==> config.mk <==
export PLATFORM = sky130hd
export DESIGN_NAME = hazard_ctrl_unit
export DESIGN_NICKNAME = d
export VERILOG_FILES = /design/src/rtl/core_pkg.sv /design/src/rtl/fwd_sel.sv /design/src/rtl/hazard_ctrl_unit.sv
export SDC_FILE = /design/constraint.sdc
export NUM_CORES = 1
export LEC_CHECK = 0
export CAP_MARGIN = 20
export CORE_MARGIN = 5
export CORE_UTILIZATION = 40
export CTS_CLUSTER_SIZE = 8
export DETAILED_ROUTE_END_ITERATION = 8
export GPL_TIMING_DRIVEN = 0
export PLACE_DENSITY = 0.77
export SLEW_MARGIN = 5
export SYNTH_ARGS = -nofsm -noshare
export SYNTH_HDL_FRONTEND = slang
export SYNTH_SLANG_ARGS = --single-unit
==> constraint.sdc <==
create_clock -name clk -period 2.4 [get_ports clk]
set_input_delay 0.72 -clock clk [delete_from_list [all_inputs] [get_ports clk]]
set_output_delay 0.72 -clock clk [all_outputs]
set_load 0.02 [all_outputs]
==> src/rtl/core_pkg.sv <==
// core_pkg: shared pipeline types and constants for the 5-stage core.
//   stage_state_t  : dmem-wait sequencer states (RUN, DWAIT, ERR)
//   FWD_RF/M/W     : E-stage operand forwarding selects
//   DEF_REG_ADDR_W : default register index width
package core_pkg;
  typedef enum logic [1:0] {RUN, DWAIT, ERR} stage_state_t;
  localparam logic [1:0] FWD_RF = 2'b00;
  localparam logic [1:0] FWD_M  = 2'b10;
  localparam logic [1:0] FWD_W  = 2'b01;
  localparam int DEF_REG_ADDR_W = 5;
endpackage

==> src/rtl/fwd_sel.sv <==
// fwd_sel: combinational forwarding select for one E-stage source operand.
//   i_rs                       : source register of the operand in E
//   i_rd_M, i_regwrite_M       : M-stage destination and write enable
//   i_rd_W, i_regwrite_W       : W-stage destination and write enable
//   o_fwd                      : FWD_M, FWD_W or FWD_RF
module fwd_sel
  import core_pkg::*;
#(
  parameter int REG_ADDR_W = DEF_REG_ADDR_W
) (
  input  logic [REG_ADDR_W-1:0] i_rs,
  input  logic [REG_ADDR_W-1:0] i_rd_M,
  input  logic [REG_ADDR_W-1:0] i_rd_W,
  input  logic                  i_regwrite_M,
  input  logic                  i_regwrite_W,
  output logic [1:0]            o_fwd
);
  logic w_hit_M, w_hit_W;
  // x0 is hardwired zero, so a write to it never produces a forwardable value
  assign w_hit_M = i_regwrite_M && (i_rd_M != '0) && (i_rd_M == i_rs);
  assign w_hit_W = i_regwrite_W && (i_rd_W != '0) && (i_rd_W == i_rs);
  // M holds the younger result, so it beats W
  assign o_fwd = w_hit_M ? FWD_M : (w_hit_W ? FWD_W : FWD_RF);
endmodule

==> src/rtl/hazard_ctrl_unit.sv <==
// hazard_ctrl_unit: pipeline sequencer for the F/D/E/M/W core.
//   clk, reset_n            : clock, asynchronous active-low reset
//   i_rs1_D/i_rs2_D         : sources of the instruction in D
//   i_rs1_E/i_rs2_E/i_rd_E  : sources/destination of the instruction in E
//   i_rd_M/i_rd_W           : destinations in M and W
//   i_memread_E             : instruction in E is a load
//   i_regwrite_M/W          : destination write enables
//   i_pcsrc_E               : taken branch/jump resolved in E
//   i_imem_ready            : fetch data valid
//   i_dmem_req_M/ready      : M-stage data memory handshake
//   i_err_clr               : clears the watchdog error
//   o_stall_F/D/E/M         : hold PC / stage registers
//   o_flush_D/E/W           : bubble stage registers
//   o_fwdA_E/o_fwdB_E       : E-stage forwarding selects
//   o_mem_timeout           : sticky dmem watchdog error
//   o_stall_cnt/flush_cnt   : saturating perf counters
module hazard_ctrl_unit
  import core_pkg::*;
#(
  parameter int REG_ADDR_W = DEF_REG_ADDR_W,
  parameter int CNT_W      = 32,
  parameter int TIMEOUT    = 16
) (
  input  logic                  clk,
  input  logic                  reset_n,
  input  logic [REG_ADDR_W-1:0] i_rs1_D,
  input  logic [REG_ADDR_W-1:0] i_rs2_D,
  input  logic [REG_ADDR_W-1:0] i_rs1_E,
  input  logic [REG_ADDR_W-1:0] i_rs2_E,
  input  logic [REG_ADDR_W-1:0] i_rd_E,
  input  logic [REG_ADDR_W-1:0] i_rd_M,
  input  logic [REG_ADDR_W-1:0] i_rd_W,
  input  logic                  i_memread_E,
  input  logic                  i_regwrite_M,
  input  logic                  i_regwrite_W,
  input  logic                  i_pcsrc_E,
  input  logic                  i_imem_ready,
  input  logic                  i_dmem_req_M,
  input  logic                  i_dmem_ready,
  input  logic                  i_err_clr,
  output logic                  o_stall_F,
  output logic                  o_stall_D,
  output logic                  o_stall_E,
  output logic                  o_stall_M,
  output logic                  o_flush_D,
  output logic                  o_flush_E,
  output logic                  o_flush_W,
  output logic [1:0]            o_fwdA_E,
  output logic [1:0]            o_fwdB_E,
  output logic                  o_mem_timeout,
  output logic [CNT_W-1:0]      o_stall_cnt,
  output logic [CNT_W-1:0]      o_flush_cnt
);
  localparam int WC_W = $clog2(TIMEOUT);

  stage_state_t        r_state, w_state_nxt;
  logic [WC_W-1:0]     r_wait_cnt;
  logic                r_mem_timeout;
  logic [CNT_W-1:0]    r_stall_cnt, r_flush_cnt;
  logic [1:0]          w_fwdA, w_fwdB;
  logic                w_dwait, w_freeze, w_load_use, w_timeout_hit, w_branch;

  fwd_sel #(.REG_ADDR_W(REG_ADDR_W)) u_fwd_a (
    .i_rs(i_rs1_E), .i_rd_M(i_rd_M), .i_rd_W(i_rd_W),
    .i_regwrite_M(i_regwrite_M), .i_regwrite_W(i_regwrite_W), .o_fwd(w_fwdA)
  );
  fwd_sel #(.REG_ADDR_W(REG_ADDR_W)) u_fwd_b (
    .i_rs(i_rs2_E), .i_rd_M(i_rd_M), .i_rd_W(i_rd_W),
    .i_regwrite_M(i_regwrite_M), .i_regwrite_W(i_regwrite_W), .o_fwd(w_fwdB)
  );

  assign w_dwait       = i_dmem_req_M && !i_dmem_ready;
  assign w_freeze      = (r_state == ERR) || w_dwait;
  assign w_load_use    = i_memread_E && (i_rd_E != '0) && ((i_rd_E == i_rs1_D) || (i_rd_E == i_rs2_D));
  assign w_timeout_hit = (r_state == DWAIT) && !i_dmem_ready && (r_wait_cnt == WC_W'(TIMEOUT - 1));
  // a branch only redirects when the pipe is not frozen; otherwise it waits in E
  assign w_branch      = !w_freeze && i_pcsrc_E;

  // outputs are forced to their idle values while reset is held
  always_comb begin
    o_stall_F = 1'b0;
    o_stall_D = 1'b0;
    o_stall_E = 1'b0;
    o_stall_M = 1'b0;
    o_flush_D = 1'b0;
    o_flush_E = 1'b0;
    o_flush_W = 1'b0;
    o_fwdA_E  = reset_n ? w_fwdA : FWD_RF;
    o_fwdB_E  = reset_n ? w_fwdB : FWD_RF;
    if (!reset_n) begin
      o_stall_F = 1'b0;
    end else if (w_freeze) begin
      o_stall_F = 1'b1;
      o_stall_D = 1'b1;
      o_stall_E = 1'b1;
      o_stall_M = 1'b1;
      o_flush_W = 1'b1;
    end else if (i_pcsrc_E) begin
      o_flush_D = 1'b1;
      o_flush_E = 1'b1;
    end else if (w_load_use) begin
      o_stall_F = 1'b1;
      o_stall_D = 1'b1;
      o_flush_E = 1'b1;
    end else if (!i_imem_ready) begin
      o_stall_F = 1'b1;
      o_flush_D = 1'b1;
    end
  end

  always_comb begin
    w_state_nxt = r_state;
    case (r_state)
      RUN:     w_state_nxt = w_dwait ? DWAIT : RUN;
      // a clear arriving with the timeout suppresses the error entirely
      DWAIT:   w_state_nxt = i_dmem_ready ? RUN : (w_timeout_hit ? (i_err_clr ? RUN : ERR) : DWAIT);
      ERR:     w_state_nxt = i_err_clr ? RUN : ERR;
      default: w_state_nxt = RUN;
    endcase
  end

  always_ff @(posedge clk or negedge reset_n) begin
    if (!reset_n) begin
      r_state       <= RUN;
      r_wait_cnt    <= '0;
      r_mem_timeout <= 1'b0;
      r_stall_cnt   <= '0;
      r_flush_cnt   <= '0;
    end else begin
      r_state       <= w_state_nxt;
      r_wait_cnt    <= (r_state == DWAIT) ? r_wait_cnt + 1'b1 : '0;
      r_mem_timeout <= i_err_clr ? 1'b0 : (r_mem_timeout || (w_state_nxt == ERR && r_state == DWAIT));
      if (o_stall_F && !(&r_stall_cnt)) r_stall_cnt <= r_stall_cnt + 1'b1;
      if (w_branch && !(&r_flush_cnt)) r_flush_cnt <= r_flush_cnt + 1'b1;
    end
  end

  assign o_mem_timeout = r_mem_timeout;
  assign o_stall_cnt   = r_stall_cnt;
  assign o_flush_cnt   = r_flush_cnt;
endmodule

### Word level (Yosys, flattened, before mapping)

Index checks and enable logic that the tools add are counted.

* word-level logic and storage cells: 77
* input port bits: 45
* bits in latches: 0
* memory bits (writable): 0
* bits in registers: 71
* ROM bits: 0
* memories kept: 0

* bitwise operators: 0
* reduce and logical (&&, ||, !) cells: 28
* magnitude comparators: 0
* $mul: 0
* muxes and demuxes: 31
* add/subtract/negate cells: 3
* shift-type cells: 0
* equal/unequal tests: 10
* divide/modulo/power cells: 0

Operators by type and width (count)
* $add A32 B1 Y32 const B: 2
* $reduce_and A32 Y1: 2
* $eq A5 B5 Y1: 6
* $mux W1: 22
* $logic_and A1 B1 Y1: 15
* $reduce_bool A5 Y1: 3
* $mux W2: 7
* $pmux W2 S3: 1
* $add A4 B1 Y4 const B: 1
* $eq A2 B2 Y1 const B: 2
* $eq A4 B4 Y1 const B: 1
* $logic_not A1 Y1: 4
* $mux W4: 1
* $logic_or A1 B1 Y1: 3
* $eq A2 B1 Y1 const B: 1
* $logic_not A2 Y1: 1

### Longest topological paths before layout

Gate-level depths: netlist of run 1.

* depth after elaboration: 10
* gate-level depth with buffers: 8

### Modules after synthesis

Synthesis of run 1 repeated with hierarchy kept, for this count alone.

* cells, all modules: 398
* area, all modules: 4028.9 um^2

By module, submodules not included
* hazard_ctrl_unit: cells each 356, area an instance 3711.1 um^2, times used 1, sequential area each 1776.7 um^2
* fwd_sel: cells each 21, area an instance 158.9 um^2, times used 2, sequential area each 0.0 um^2

### Worst setup path before layout of run 1

No wires, ideal clock.

* path type: input to output
* start: input port i_rd_M[0]
* end: output port o_fwdA_E[0]
* data arrival time: 2237 ps
* cell stages on the path: 4
* buffers on the path: 0
* setup slack: -557 ps
* path through: or4_1 o21ai_0 nor4_1 nor4_1

* word-level cells in the longest chain between the ends: 5
* elaborated cells between the ends (all ways): 6
* classes of those cells: eq/ne (1); mux (2); reduce/logical (3)

Ends and longest elaborated chain
* start: declaration: RTL line hazard_ctrl_unit.sv:31 `input logic [REG_ADDR_W-1:0] i_rd_M,`
* $reduce_bool A5 Y1: RTL line fwd_sel.sv:20 `assign w_hit_M = i_regwrite_M && (i_rd_M != '0) && (i_rd_M == i_rs);`
* $logic_and A1 B1 Y1: RTL line fwd_sel.sv:20
* $logic_and A1 B1 Y1 (*): RTL line fwd_sel.sv:20
* $mux W2 (*): RTL line fwd_sel.sv:23 `assign o_fwd = w_hit_M ? FWD_M : (w_hit_W ? FWD_W : FWD_RF);`
* $mux W2 (*): RTL line hazard_ctrl_unit.sv:88 `o_fwdA_E = reset_n ? w_fwdA : FWD_RF;`
* end: declaration: RTL line hazard_ctrl_unit.sv:48 `output logic [1:0] o_fwdA_E,`

Mark *: on every way between the ends. The rest lies on a longest branch, timed or not.

### Final worst setup path of run 1

* start: input port i_rd_M[3]
* end: output port o_fwdA_E[0]

The elaborated chain is that of the path after synthesis.

==> results of run 1 <==
==> cell usage in the layout (no fill, tap or decap), drive strengths merged, types with 3 or more instances in the layout <==
cell / instances
and2: 5
or4: 5
nor2: 26
buf: 46
mux2: 4
clkdlybuf4s15: 5
and3: 15
nor3: 16
nor4: 8
dlygate4sd2: 9
xor2: 35
nand4: 28
o21ai: 4
clkdlybuf4s50: 67
clkinv: 3
nand2: 30
nand3: 30
xnor2: 56
and4: 7
clkbuf: 27
dfrtp: 71
ha: 3
nand2b: 3
inv: 6
==> path summary, 6_finish.rpt <==
check / endpoint / from / depth (start not counted) / slack (ns)
max: o_fwdA_E[0] / i_rd_M[3] / 7 / -0.33
min reg2reg: r_wait_cnt[0] / r_wait_cnt[0] / 1 / 0.46
min in group clk: r_wait_cnt[0] / r_wait_cnt[0] / 1 / 0.46
max reg2reg: o_stall_cnt[1] / o_stall_cnt[0] / 7 / 0.17
min: o_flush_cnt[26] / reset_n / 1 / 0.17
max in group asynchronous: o_flush_cnt[25] / reset_n / 2 / 1.74
==> sequential cells by signal, summed over array words and instances (netlist names) <==
register / cells
o_flush_cnt: 32
o_mem_timeout: 1
o_stall_cnt: 32
r_state: 2
r_wait_cnt: 4
==> worst max-delay path, cell delays in order <==
cell     delay [ns]
buf_8          0.10
or4_4          0.54
o21ai_4        0.18
buf_6          0.12
nor4_4         0.04
nor4_4         0.14
buf_4          0.18
==> kinds of logic (layout without fill, tap and decap cells) <==
logic type / after synthesis / in the layout
AND/OR/NAND/NOR: 183 / 183
XOR/XNOR: 91 / 91
flip-flops: 71 / 71
AO/OA/AOI/OAI: 14 / 14
buffers and inverters: 14 / 167
multiplexers: 6 / 6
adder cells (fa/ha/maj): 3 / 3
==> cell type report <==
| type | count | share of cell area (%) |
|---|---|---|
| Buffer | 8 | 1.073 |
| Clock buffer | 12 | 2.489 |
| Clock inverter | 4 | 0.7724 |
| Inverter | 6 | 0.3862 |
| Multi-Input combinational cell | 297 | 39.03 |
| Sequential cell | 71 | 30.47 |
| Tap cell | 133 | 2.853 |
| Timing Repair Buffer | 137 | 22.93 |
==> where the power goes <==
part	total, mW	internal, mW	switching (mW)
registers	1.46	1.30	0.154
clock network	0.944	0.504	0.440
logic	0.828	0.415	0.413
==> routing by layer <==
| layer | vias up | GRT usage, % | part of all wire [%] |
|---|---|---|---|
| met5 | - | 0 | 0.10 |
| met4 | 2 | 8.837 | 2.9 |
| met3 | 31 | 4.677 | 6.2 |
| met2 | 115 | 30.83 | 49 |
| met1 | 1701 | 22.53 | 42 |
| li1 | 1651 | - | - |
==> timing repair <==
item	4_1_cts	5_1_grt
pin swaps	32	22
hold buffers	0	0
resized for setup	175	39
cloned	2	1
buffers inserted	7	7
hold endpoints to repair	0	0
endpoints found under the setup margin	18	10
==> metrics by stage <==
stage | hold WS [ns] | setup slack (ns) | cell area, sq um | power, mW | utilization (%)
final | 0.1726 | -0.3349 | 5832 | 3.229 | 60.22
after CTS | 0.1887 | -0.4541 | 5783 | 3.250 | 59.72
after global placement | 0.4464 | -3.905 | 5394 | 2.245 | 55.70
after global routing | 0.1566 | -0.3931 | 5832 | 3.394 | 60.22
after floorplan | 0.4244 | -0.1296 | 4026 | 1.834 | -
after detailed placement | 0.4603 | -1.319 | 5419 | 2.273 | 55.96
==> cell usage after synthesis (2+ instances only) <==
cell type / n / area [sq um]
and2_1: 4 / 25.02
or3_1: 2 / 12.51
dfrtp_1: 71 / 1777
nand4b_1: 2 / 17.52
nor3_4: 2 / 32.53
nor2_1: 26 / 97.59
or4_1: 5 / 37.54
buf_4: 3 / 22.52
mux2i_1: 2 / 20.02
nor2b_1: 2 / 12.51
xnor2_1: 56 / 490.5
nor4_2: 2 / 25.02
nor3_1: 13 / 65.06
nand4_1: 26 / 162.7
a21oi_1: 2 / 10.01
inv_1: 5 / 18.77
nand2b_1: 3 / 18.77
and3_1: 14 / 87.58
buf_2: 3 / 15.01
nand3_1: 30 / 150.1
nand2_2: 3 / 18.77
and4_1: 6 / 52.55
nand2_1: 27 / 101.4
o21ai_0: 3 / 15.01
nor4_1: 5 / 31.28
mux2_1: 4 / 45.04
ha_1: 3 / 37.54
o211a_1: 2 / 20.02
xor2_1: 35 / 306.5
==> results_dict.tcl, run 1 <==
set metrics [dict create \
    port_buffers 120 \
    cts_tree "built" \
    fin_ws_ns -0.3349 \
    clk_path_buf_depth 2 \
    fin_crit_sh_pct 114.0 \
    grt_pass1_vias 3524 \
    relSlewSlack_pct 70.03 \
    synth_top_family_by_area "simple AND/OR/NAND/NOR gates" \
    drc 0 \
    pin_count 121 \
    syn_area_per_cell_sq_um 10.28 \
    yosys_warnings 0 \
    nets 578 \
    min_path_type "in2async" \
    drtIter0Drc 99 \
    clock-skew-final_ns 0.01515 \
    hold_viol 0 \
    layout-drive-gt1-share_pct 22.62 \
    cellPowerDensity_nw_per_um2 553.6 \
    cp.required_ns 1.68 \
    p_leak_nw 2.495 \
    final-setup-viol-count 8 \
    netlist_instances 382 \
    fin_crit_ns 2.735 \
    instances_no_fill 668 \
    clock.fmax_ghz 0.3656 \
    synth_compound_area_share_pct 2.612 \
    maxSlewViolCount 0 \
    synth_nets 430 \
    worstSkewPairLatency_ns 0.36 \
    grt_pass1_wl_um 17340 \
    start_util_pct 40.56 \
    ir_drop_v 0.0003607 \
    num_antenna_cells 0 \
    drv_cap 0 \
    synth-seq-area-share_pct 45.24 \
    synthSimpleGateAreaFrac_pct 27.33 \
    die_width_um 109.1 \
    synthXorXnorAreaFrac_pct 20.29 \
    die_area_sq_um 11900 \
    cts.root.buffer_cell "clkbuf_8" \
    dp_hpwl_um 7839 \
    arrival_ns 2.01 \
    grt_usage_pct 18.58 \
    worst_pin_slew_ns 0.4461 \
    rsz0062_at_grt "yes" \
    cts.sinks 71 \
    dieHeight_um 109.1 \
    multi_input_area_sq_um 2276 \
    cts_buffers 9 \
    synth_mux_area_share_pct 1.657 \
    grt-ovfl-total 0 \
    fillers 798 \
    area_growth_pct 48.49 \
    route.detailed.wl_per_inst_um 16.26 \
    ys_types 50 \
    final.setup.tns_ns -2.371 \
    synth_fa_ha_area_share_pct 0.9557 \
    synth-async-reset-ratio_pct 100.0 \
    clk_pin_slew_ns 0.07 \
    seqCellArea_sq_um 1777 \
    placedCellCount 636 \
    crit_fanout 3 \
    synth_edf_count 0 \
    worst_setup_path_start_kind "input pin" \
    drtPass1Iterations 4 \
    setup.worst_path.class "in2out" \
    grt_max_degree 36 \
    antenna_found_initial 1 \
    ys_ff_latch 71 \
    rows 36 \
    place.gp.congestion 0.8483 \
    yosys_most_used_dff "dfrtp_1" \
    htree_levels 3 \
    totalWireLength_um 10860 \
    syn_area_sq_um 3928 \
    status "complete, but fails checks" \
    viasPerCell 5.240 \
    cp-end-kind "primary output" \
    ant_nets 0 \
    dr_total_vias 3500 \
    violations "setup timing" \
    fp.coreArea_sq_um 9684 \
]
Power figures use the tool's default switching activity.
==> inputs of run 2 (changes only) <==
Settings changed: REMOVE_ABC_BUFFERS set to 1.
==> results_dict.tcl, run 2 (synthesis results as in run 1) <==
set metrics [dict create \
    clock-skew-final_ns 0.009853 \
    area_growth_pct 45.40 \
    cts_buffers 9 \
    worst_setup_path_start_kind "input pin" \
    worst_pin_slew_ns 0.4311 \
    cellPowerDensity_nw_per_um2 565.0 \
    clock.fmax_ghz 0.3649 \
    violations "setup timing" \
    drtPass1Iterations 4 \
    place.gp.congestion 0.8191 \
    final_common_cell "dfrtp_1" \
    antenna_found_initial 0 \
    fin_ws_ns -0.3402 \
    htree_levels 3 \
    hold_viol 0 \
    fin_util_pct 58.97 \
    die_width_um 109.1 \
    final-setup-viol-count 8 \
    cts_tree "built" \
    status "complete, but fails checks" \
    hold_buffers 0 \
    final_cell_mix "71 x dfrtp_1, 67 x clkdlybuf4s50_1, 56 x xnor2_1" \
    grt_pass1_vias 3600 \
    grt-ovfl-total 0 \
    ant_nets 0 \
    placedCellCount 629 \
    final.setup.tns_ns -2.238 \
    crit_fanout 2 \
    maxSlewViolCount 0 \
    cts.root.buffer_cell "clkbuf_8" \
    nets 567 \
    arrival_ns 2.02 \
    p_leak_nw 2.441 \
    seqCellArea_sq_um 1777 \
    clk_path_buf_depth 2 \
    cp.required_ns 1.68 \
    rsz0062_at_grt "yes" \
    rows 36 \
    start_util_pct 40.56 \
    min_path_type "in2async" \
    totalWireLength_um 10500 \
    port_buffers 120 \
    fin_crit_sh_pct 114.2 \
    cp-end-kind "primary output" \
    dp_hpwl_um 7639 \
    dr_total_vias 3413 \
    fin_crit_ns 2.740 \
    viasPerCell 5.195 \
    multi_input_area_sq_um 2215 \
    drc 0 \
    route.detailed.wl_per_inst_um 15.98 \
    clk_pin_slew_ns 0.08 \
    fp.coreArea_sq_um 9684 \
    instances_no_fill 657 \
    grt_usage_pct 18.26 \
    drv_cap 0 \
    cts.sinks 71 \
    worstSkewPairLatency_ns 0.34 \
    setup.worst_path.class "in2out" \
    num_antenna_cells 0 \
    ir_drop_v 0.0005449 \
    grt_max_degree 41 \
    relSlewSlack_pct 71.04 \
    drtIter0Drc 122 \
    dieHeight_um 109.1 \
    place_ws_ns -1.499 \
    fillers 796 \
    die_area_sq_um 11900 \
    grt_pass1_wl_um 17390 \
    layout-drive-gt1-share_pct 20.23 \
    pin_count 121 \
]
-- run 2: power breakdown --
group          internal, mW  leakage [nW]  switching [mW]
Clock                 0.488        0.0944           0.472
Sequential             1.30         0.953           0.159
Combinational         0.406          1.39           0.400
Total                  2.20          2.44            1.03
-- run 2: worst max-delay path, cell delays in order --
cell and delay (ns):
buf_8 0.09, or4_4 0.53, o21ai_4 0.21, nor4_2 0.08, nor4_1 0.16, buf_2 0.22
-- run 2: final timing paths --
check | depth (start not counted) | slack [ns] | endpoint | startpoint
min reg2reg | 1 | 0.47 | r_wait_cnt[0] | r_wait_cnt[0]
min in group clk | 1 | 0.47 | r_wait_cnt[0] | r_wait_cnt[0]
max | 6 | -0.34 | o_fwdB_E[0] | i_rd_M[4]
max reg2reg | 7 | 0.26 | o_stall_cnt[1] | o_stall_cnt[0]
max in group asynchronous | 2 | 1.78 | o_stall_cnt[13] | reset_n
min | 1 | 0.18 | o_flush_cnt[26] | reset_n
-- run 2: stage by stage --
step	power [mW]	hold WS, ns	cell area [sq um]
finish	3.227	0.1808	5710
global route	3.395	0.1648	5710
CTS	3.263	0.1679	5663
detailed placement	2.250	0.4603	5275
global placement	2.216	0.4452	5243
floorplan	1.812	0.4244	3875
-- run 2: metal layers --
layer	up-vias	wire [um]	GRT usage [%]
met5	-	0	0
met2	63	5554	32.63
li1	1616	-	-
met1	1711	4321	21.80
met3	23	331	3.138
met4	0	291	6.943
-- run 2: final cells by class --
cell class / instances / area share (%)
Clock inverter: 6 / 1.227
Tap cell: 133 / 2.914
Clock buffer: 10 / 2.235
Timing Repair Buffer: 134 / 23.33
Sequential cell: 71 / 31.11
Multi-Input combinational cell: 297 / 38.78
Inverter: 6 / 0.3944
-- run 2: timing repair --
action,CTS,global route
pin swaps,34,17
resized for setup,218,26
buffers inserted,7,4
cloned,2,0
setup endpoints to repair,35,12
==> inputs of run 3 (changes only) <==
Settings changed: TNS_END_PERCENT set to 5.
==> results_dict.tcl, run 3 (synthesis results as in run 1) <==
set metrics [dict create \
    setup.worst_path.class "in2out" \
    rsz0062_at_grt "yes" \
    fp.coreArea_sq_um 9684 \
    grt_max_degree 41 \
    cp-startpoint "i_rs2_D[4]" \
    clock-skew-final_ns 0.009861 \
    crit_chain "dlygate4sd2_1 > xor2_1 > nor3_2 > a22oi_2 > buf_4 > o21ai_4 > buf_12 > buf_8" \
    drv_cap 0 \
    drtIter0Drc 124 \
    pin_count 121 \
    ant_nets 0 \
    clk_pin_slew_ns 0.08 \
    viasPerCell 5.187 \
    path_delay_family "buffers and inverters" \
    total_power_mw 3.214 \
    instances_no_fill 653 \
    nets 563 \
    rows 36 \
    hold_buffers 0 \
    worst_setup_path_start_kind "input pin" \
    fillers 812 \
    crit_fanout 2 \
    clk_path_buf_depth 2 \
    hold_viol 0 \
    maxSlewViolCount 0 \
    die_width_um 109.1 \
    grt_pass1_wl_um 17500 \
    placedCellCount 629 \
    final-setup-viol-count 11 \
    antenna_found_initial 0 \
    arrival_ns 2.03 \
    clock.fmax_ghz 0.3634 \
    dieHeight_um 109.1 \
    cts_buffers 9 \
    place_ws_ns -1.499 \
    grt_usage_pct 18.43 \
    area_growth_pct 43.77 \
    relSlewSlack_pct 65.96 \
    worstSkewPairLatency_ns 0.34 \
    violations "setup timing" \
    fin_ws_ns -0.3515 \
    dpl_cell_area_sq_um 5275 \
    die_area_sq_um 11900 \
    p_leak_nw 2.389 \
    worst_pin_slew_ns 0.5068 \
    min_path_type "in2async" \
    htree_levels 3 \
    drtPass1Iterations 4 \
    cp.required_ns 1.68 \
    cts.root.buffer_cell "clkbuf_8" \
    grt-ovfl-total 0 \
    cellPowerDensity_nw_per_um2 569.1 \
    timing.rr.start "o_stall_cnt[0]" \
    layout-drive-gt1-share_pct 17.50 \
    final_cell_mix "72 x clkdlybuf4s50_1, 71 x dfrtp_1, 56 x xnor2_1" \
    num_antenna_cells 0 \
    status "complete, but fails checks" \
    dr_total_vias 3387 \
    totalWireLength_um 10470 \
    final.setup.tns_ns -2.675 \
    place.gp.congestion 0.8191 \
    cp-end-kind "primary output" \
    worst_path_max_delay_cell "dlygate4sd2_1" \
    design_area_sq_um 5647 \
    cts_tree "built" \
    grt_pass1_vias 3572 \
    start_util_pct 40.56 \
    dp_hpwl_um 7639 \
    port_buffers 120 \
    final_common_cell "clkdlybuf4s50_1" \
    route.detailed.wl_per_inst_um 16.04 \
    ir_drop_v 0.0005771 \
    slowest_delay_ns 0.23 \
    r2r_slack_ns 0.24 \
    fin_crit_ns 2.751 \
    drc 0 \
    fin_crit_sh_pct 114.6 \
    critical_path_buf_inv_count 4 \
    cts.sinks 71 \
]
-- run 3: report_power, final --
group          switching [mW]  internal, mW
Combinational           0.395         0.403
Clock                   0.467         0.488
Sequential              0.159          1.30
Total                    1.02          2.19
-- run 3: layout make-up --
| class | instances | area, sq um | area share (%) |
|---|---|---|---|
| clock buffers | 10 | 127.6 | 2.260 |
| clock inverters | 6 | 70.07 | 1.241 |
| repair buffers | 130 | 1294 | 22.91 |
| inverters | 6 | 22.52 | 0.3988 |
| flip-flops and latches | 71 | 1777 | 31.46 |
| well taps | 133 | 166.4 | 2.947 |
| multi-input cells | 297 | 2190 | 38.78 |
-- run 3: worst paths after layout --
| path | end | cells after the start |
|---|---|---|
| max in group asynchronous | o_stall_cnt[13] | 2 |
| setup reg to reg | o_stall_cnt[1] | 7 |
| setup / recovery | o_stall_F | 8 |
| hold / removal | o_flush_cnt[8] | 1 |
| min in group clk | r_wait_cnt[0] | 1 |
| hold reg to reg | r_wait_cnt[0] | 1 |
-- run 3: worst register-to-register path: cells and delay by family, from the launching register on --
kind | cells | cell delay [ns]
mux | 1 | 0.32
simple gates | 5 | 1.12
fa+ha+maj | 1 | 0.19
flops | 1 | 0.43
-- run 3: through the flow --
step	util [%]	hold slack [ns]
4_1_cts	58.07	0.1679
5_1_grt	58.31	0.1645
2_1_floorplan	-	0.4244
3_3_place_gp	54.13	0.4452
3_5_place_dp	54.47	0.4603
6_report	58.31	0.1853
-- run 3: repair_timing --
| item | CTS | global route |
|---|---|---|
| hold endpoints to repair | 0 | 0 |
| buffers inserted | 6 | 0 |
| setup endpoints to repair | 35 | 16 |
| gates resized for setup | 195 | 5 |
| pin swaps | 26 | 1 |
| gates cloned | 2 | 0 |
-- run 3: per-layer routing --
layer | vias up | global-route usage, % | part of all wire [%]
li1 | 1620 | - | -
met1 | 1672 | 21.95 | 41
met2 | 79 | 33.42 | 54
met3 | 16 | 3.138 | 3.7
met4 | 0 | 6.132 | 2.0
met5 | - | 0 | 0
